## src/rtl/uart_tx_fsm.sv

```systemverilog
`default_nettype none
// ============================================================================
//  Module      : uart_tx_fsm
//  Description : UART transmit frame controller. Accepts a parallel byte on
//                a valid strobe in IDLE and sequences one frame on TX_OUT:
//                start bit, Data_Width data bits LSB first, optional parity
//                bit, stop bit. One clock is one bit time. The data-phase bit
//                index is supplied by an external serializer counter whose
//                enable this block drives.
//
//  Ports
//    clk         in   1           baud-rate clock, rising-edge
//    RST         in   1           synchronous active-high reset
//    P_DATA      in   Data_Width  byte to transmit, latched on acceptance
//    Data_Valid  in   1           request strobe, honoured only in IDLE
//    PAR_EN      in   1           1 = append parity bit, latched on acceptance
//    PAR_TYP     in   1           0 = even, 1 = odd, latched on acceptance
//    Bit_Idx     in   3           data bit index from the serializer counter
//    Ser_Done    in   1           serializer counter at its terminal index
//    Ser_En      out  1           serializer counter enable (DATA state)
//    TX_OUT      out  1           serial line, idle high
//    Busy        out  1           high from START through STOP
//    Frame_Done  out  1           high during the STOP cycle
//
//  Revision    : 1.0 - initial release
// ============================================================================
module uart_tx_fsm #(
  // Must stay 8: the serializer counter index is only 3 bits wide.
  parameter int Data_Width = 8
) (
  input  logic                  clk,
  input  logic                  RST,
  input  logic [Data_Width-1:0] P_DATA,
  input  logic                  Data_Valid,
  input  logic                  PAR_EN,
  input  logic                  PAR_TYP,
  input  logic [2:0]            Bit_Idx,
  input  logic                  Ser_Done,
  output logic                  Ser_En,
  output logic                  TX_OUT,
  output logic                  Busy,
  output logic                  Frame_Done
);

  localparam logic [2:0] c_IDLE   = 3'd0;
  localparam logic [2:0] c_START  = 3'd1;
  localparam logic [2:0] c_DATA   = 3'd2;
  localparam logic [2:0] c_PARITY = 3'd3;
  localparam logic [2:0] c_STOP   = 3'd4;

  logic [2:0]            r_state;
  logic [Data_Width-1:0] r_data;
  logic                  r_par_en;
  logic                  r_par_typ;

  logic                  w_parity_bit;

  // Even parity makes the total count of ones even, so the parity bit is the
  // XOR of the data; odd parity inverts it.
  assign w_parity_bit = (^r_data) ^ r_par_typ;

  // --------------------------------------------------------------------------
  // State and frame-parameter registers. Requests are only looked at in
  // IDLE, so anything presented mid-frame is dropped and the latched byte and
  // parity settings stay fixed for the whole frame.
  // --------------------------------------------------------------------------
  always_ff @(posedge clk) begin
    if (RST) begin
      r_state   <= c_IDLE;
      r_data    <= '0;
      r_par_en  <= 1'b0;
      r_par_typ <= 1'b0;
    end else begin
      case (r_state)
        c_IDLE: begin
          if (Data_Valid) begin
            r_data    <= P_DATA;
            r_par_en  <= PAR_EN;
            r_par_typ <= PAR_TYP;
            r_state   <= c_START;
          end
        end
        c_START: begin
          r_state <= c_DATA;
        end
        c_DATA: begin
          // The counter ran from 0 because Ser_En was low in START, so its
          // terminal flag marks the last data bit.
          if (Ser_Done) begin
            r_state <= r_par_en ? c_PARITY : c_STOP;
          end
        end
        c_PARITY: begin
          r_state <= c_STOP;
        end
        c_STOP: begin
          r_state <= c_IDLE;
        end
        default: begin
          r_state <= c_IDLE;
        end
      endcase
    end
  end

  // --------------------------------------------------------------------------
  // Output decode, purely from the state register, the latched byte and the
  // external bit index.
  // --------------------------------------------------------------------------
  always_comb begin
    Ser_En     = 1'b0;
    TX_OUT     = 1'b1;
    Busy       = 1'b0;
    Frame_Done = 1'b0;
    case (r_state)
      c_IDLE: begin
        TX_OUT = 1'b1;
      end
      c_START: begin
        TX_OUT = 1'b0;
        Busy   = 1'b1;
      end
      c_DATA: begin
        Ser_En = 1'b1;
        TX_OUT = r_data[Bit_Idx];
        Busy   = 1'b1;
      end
      c_PARITY: begin
        TX_OUT = w_parity_bit;
        Busy   = 1'b1;
      end
      c_STOP: begin
        TX_OUT     = 1'b1;
        Busy       = 1'b1;
        Frame_Done = 1'b1;
      end
      default: begin
        TX_OUT = 1'b1;
      end
    endcase
  end

endmodule
`default_nettype wire

```

## config.mk

```make
export PLATFORM = sky130hd
export DESIGN_NAME = uart_tx_fsm
export DESIGN_NICKNAME = d
export VERILOG_FILES = /design/src/rtl/uart_tx_fsm.sv
export SDC_FILE = /design/constraint.sdc
export NUM_CORES = 1
export LEC_CHECK = 0
export ABC_AREA = 1
export BUFFER_PORTS_ARGS = -buffer_cell sky130_fd_sc_hd__buf_2
export CORE_MARGIN = 2
export CORE_UTILIZATION = 55
export DETAILED_ROUTE_END_ITERATION = 8
export PLACE_DENSITY = 0.87
export SLEW_MARGIN = 0
export SYNTH_ARGS = -nofsm -noshare
export SYNTH_HDL_FRONTEND = slang
export SYNTH_SLANG_ARGS = --single-unit
```

## constraint.sdc

```tcl
create_clock -name clk -period 2.2 [get_ports clk]
set_clock_uncertainty 0.15 [all_clocks]
set_input_delay 0.11 -clock clk [delete_from_list [all_inputs] [get_ports clk]]
set_output_delay 0.11 -clock clk [all_outputs]
set_load 0.01 [all_outputs]
```

## Yosys cells after proc, flatten, opt, wreduce, memory -nomap -nowiden

Index checks and enable logic that the tools add are counted.

| storage, ports and cells | value |
|---|---|
| register bits | 13 |
| input port bits | 17 |
| output and inout port bits | 4 |

| cells by class | value |
|---|---|
| magnitude comparators | 1 |
| equal/unequal tests | 6 |
| mux-type cells | 10 |
| bitwise gates (word level) | 1 |
| reductions and logical operators | 5 |

Operators by type and width:

| kind | count |
|---|---|
| 3-bit one-hot mux with 4 select lines | 1 |
| 3-bit two-way mux | 3 |
| 8-bit parity | 1 |
| 3-bit by 2-bit equality test with 1-bit output (second input constant) | 2 |
| 3-bit by 4-bit < comparator with 1-bit output (second input constant) | 1 |
| 1-bit two-way mux | 4 |
| 2-bit inequality test (second input constant) | 2 |
| 2-bit AND reduction | 2 |
| 4-bit OR reduction | 1 |
| 1-bit binary-select mux with 3-bit select | 1 |
| 3-bit by 1-bit equality test with 1-bit output (second input constant) | 1 |
| 3-bit equality test (second input constant) | 1 |
| 3-bit logical NOT | 1 |
| 1-bit one-hot mux with 3 select lines | 1 |
| 1-bit XOR | 1 |

## Logic depth before layout (Yosys ltp)

| depth | value |
|---|---|
| depth after elaboration | 3 |
| mapped depth | 10 |

## Worst setup path after synthesis

OpenSTA, ideal clock, no wires.

| path | value |
|---|---|
| path type | flip-flop to output port |
| from | register r_state[2] |
| to | output TX_OUT |
| arrival time | 0.956 ns |
| required time | 1.940 ns |
| setup slack | 0.984 ns |
| stages on the path, launching flop included | 8 |
| path buffers | 0 |
| cell sequence | dfxtp_1 > inv_2 > nand2_1 > nor2_1 > nand3_1 > nand2_1 > inv_1 > nand2_1 |

| between the ends | value |
|---|---|
| longest elaborated chain between the ends | 2 |
| elaborated cells between the ends (all ways) | 4 |
| classes of those cells | 3 x eq/ne; 1 x mux |

RTL lines:

| item | RTL line | text |
|---|---|---|
| from (decl) | 51 | `logic [2:0] r_state;` |
| from (signal assigned) | 69 | `r_state <= c_IDLE;` |
| from (signal assigned) | 80 | `r_state <= c_START;` |
| from (signal assigned) | 84 | `r_state <= c_DATA;` |
| 3-bit by 2-bit equality test with 1-bit output or 3-bit by 1-bit equality test with 1-bit output (tied branches) | 115 | `case (r_state)` |
| 1-bit one-hot mux with 3 select lines (*) | 115 |  |
| to (decl) | 40 | `output logic TX_OUT,` |

Mark *: on every way between the ends. The rest lies on a longest branch, timed or not.

## Worst setup path after layout

| path | value |
|---|---|
| from | register r_state[0] |
| to | register r_par_typ |

| between the ends | value |
|---|---|
| longest elaborated chain between the ends | 2 |

RTL lines:

| item | RTL line | text |
|---|---|---|
| 3-bit logical NOT | 74 | `case (r_state)` |
| 2-bit AND reduction (no line) | - |  |
| to (signal assigned) | 72 | `r_par_typ <= 1'b0;` |
| to (signal assigned) | 79 | `r_par_typ <= PAR_TYP;` |
| to (decl) | 54 | `logic r_par_typ;` |

Every way passes these cells.
A chain may end at the register's enable or synchronous reset.

==> flow_metrics.py <==
metrics = {
    "synth": {
        "synth_common_cells": "nand2_1 (31), inv_1 (15), dfxtp_1 (13)",
        "syn-num-nets": 134,
        "synth_top_cell_area_share_pct": 30.7,
        "synth-seq-cells": 13,
        "synth_cells": 117,
        "yosysSeqAreaShare_pct": 30.7,
        "yosysUniqueCellTypes": 22,
        "synth_warnings": 0,
        "synth.avg_cell_area_um2": 7.25,
        "async_reset_ff_share_pct": 0,
        "synth_edf_count": 0,
        "yosys-top-cells-area": "dfxtp_1 (31%), nand2_1 (14%), a21oi_2 (10%), o21ai_2 (10%), inv_1 (6.6%)",
        "synthMostInstantiatedCell": "nand2_1",
        "synth_ff_type": "dfxtp_1",
        "syn_area_um2": 848,
        "synth_largest_area_cell": "dfxtp_1",
    },
    "routing": {
        "via_per_inst": 5.30,
        "drc": 0,
        "firstDrtPassIters": 4,
        "wl_um": 1930,
        "ant_nets": 0,
        "wl_per_cell_um": 11.7,
        "drt_iter0_markers": 23,
        "vias": 875,
    },
    "grt": {
        "antenna_found_initial": 0,
        "grt_remaining_overflow": 0,
        "grt_pass1_wl_um": 3460,
        "grtUsageTotal_pct": 24.8,
        "grt_max_degree": 21,
        "grt_pass1_vias": 856,
    },
    "status": {
        "outcome": "complete, no violations",
    },
    "layout": {
        "antenna_cells": 0,
        "regArea_um2": 260,
        "drive_above_1_share_pct": 35.6,
        "multi_input_area_um2": 485,
        "n_fill_cell": 124,
        "area.growth.synth_to_final_pct": 27.0,
        "final_net_count": 167,
    },
    "sta": {
        "rsz0062_at_grt": "false",
        "setup_tns_ns": 0,
        "setup_violations": 0,
        "worst_slack_ns": 0.484,
        "relSlewSlack_pct": 58.8,
        "period_minus_slack_ns": 1.72,
        "finalCritPeriodShare_pct": 78.0,
        "finalHoldViolCount": 0,
        "finalMaxSlewViolations": 0,
        "clock.fmax_mhz": 583,
        "worstMarginPinSlew_ns": 0.618,
    },
    "worst_setup_path": {
        "critPathRequiredTime_ns": 2.21,
        "arrival_ns": 1.73,
        "critical-path-max-stage-delay_ns": 0.51,
        "crit_path_top_delay_cell": "nand3_2",
        "critPathMaxFanout": 20,
        "path_class": "register to register",
        "endpoint_kind": "register",
        "start_kind": "register",
        "crit_chain": "nor2_2 -> nand3_2 -> o21ai_2 -> a21oi_2",
    },
    "cts": {
        "clock_sink_count": 13,
        "cts_tree": "done",
        "cts_setup_buffers": 0,
        "cts_hold_buf": 11,
        "postCtsResizedCells": 0,
        "path_clk_slew_ns": 0.08,
        "cts_max_level": 1,
        "cts_max_path_buffers": 2,
        "clock_latency_ns": 0.29,
        "cts_root_buffer": "clkbuf_4",
        "numCtsBuffers": 3,
    },
    "placed_design": {
        "portBuffers": 20,
        "place_hpwl_um": 1360,
        "place_ws_ns": 0.507,
        "gp_congestion": 0.868,
    },
    "flow_run": {
        "maxCapViolCount": 0,
    },
    "floorplanning": {
        "initial_utilization_pct": 57.7,
        "die_area_um2": 1870,
        "io_pins": 21,
        "die_height_um": 43.3,
        "coreArea_um2": 1470,
        "rows": 14,
        "die_w_um": 43.3,
    },
    "power": {
        "power_mw": 1.27,
        "leakage_nw": 0.515,
        "peakVddDrop_uv": 698,
        "powerDensity_nw_per_um2": 1180,
    },
    "hold_path": {
        "hold_class": "input pin to register",
    },
}
## per-layer routing
| metal | vias to the layer above | track usage [%] | routed length [um] |
|---|---|---|---|
| met4 | 0 | 10.9 | 46 |
| met5 | - | 0 | 0 |
| li1 | 438 | - | - |
| met2 | 20 | 43.6 | 1010 |
| met1 | 410 | 29.1 | 808 |
| met3 | 7 | 3.83 | 56 |
## kinds of logic (layout without fill, tap and decap cells)
logic type,Yosys count,count (layout),synth area share [%]
compound gates,28,28,27.1
xor+xnor,4,4,4.13
buf+inv,23,55,12.1
flops,13,13,30.7
simple gates,49,49,26.0
## sequential cells by signal (all words and copies together) (netlist names)
signal and cells:
r_state 3, r_par_en 1, r_par_typ 1, r_data 8
## worst max-delay path: cells and delay by family, from the launching register on
kind | cells | cell delay (ns)
simple gates | 2 | 0.70
compound gates | 2 | 0.39
flops | 1 | 0.36
## path summary, 6_finish.rpt
| kind | startpoint | to | slack, ns | cells past startpoint |
|---|---|---|---|---|
| setup / recovery | r_state[0] | r_par_typ | 0.48 | 4 |
| hold / removal | Ser_Done | r_state[2] | 0.05 | 3 |
| setup reg to reg | r_state[0] | r_par_typ | 0.48 | 4 |
| hold reg to reg | r_par_en | r_par_en | 0.32 | 2 |
## cells in the final DEF, fill, tap and decap left out
master	count
a211oi_1	1
a21oi_1	3
a21oi_2	10
buf_2	20
clkbuf_1	1
clkbuf_4	3
dfxtp_1	13
dlygate4sd3_1	11
inv_1	15
inv_2	5
nand2_1	31
nand3_1	6
nand3_2	2
nand3b_1	2
nor2_1	4
nor2_2	2
nor3_1	1
o211ai_1	2
o21ai_0	1
o21ai_2	10
o31ai_2	1
or2_1	1
xnor2_1	2
xor2_1	2
## where the power goes
group | switching (mW) | total [mW] | internal (mW)
combinational | 0.443 | 0.713 | 0.270
clock | 0.0854 | 0.156 | 0.0706
sequential | 0.0788 | 0.397 | 0.318
total | 0.607 | 1.27 | 0.659
## layout make-up
| type | instances | share of cell area, % |
|---|---|---|
| multi-input cells | 81 | 45.1 |
| flip-flops and latches | 13 | 24.2 |
| repair buffers | 31 | 19.5 |
| inverters | 20 | 6.97 |
| clock buffers | 4 | 2.44 |
| well taps | 16 | 1.86 |
## through the flow
stage	hold WS (ns)	instances	util (%)	area [um2]
global route	0.105	165	73.2	1080
detailed placement	0.149	150	63.9	941
floorplan	0.0383	117	-	848
global placement	0.141	150	63.9	941
CTS	0.0133	165	73.2	1080
finish	0.0501	165	73.2	1080
(Power assumes the default switching activity.)
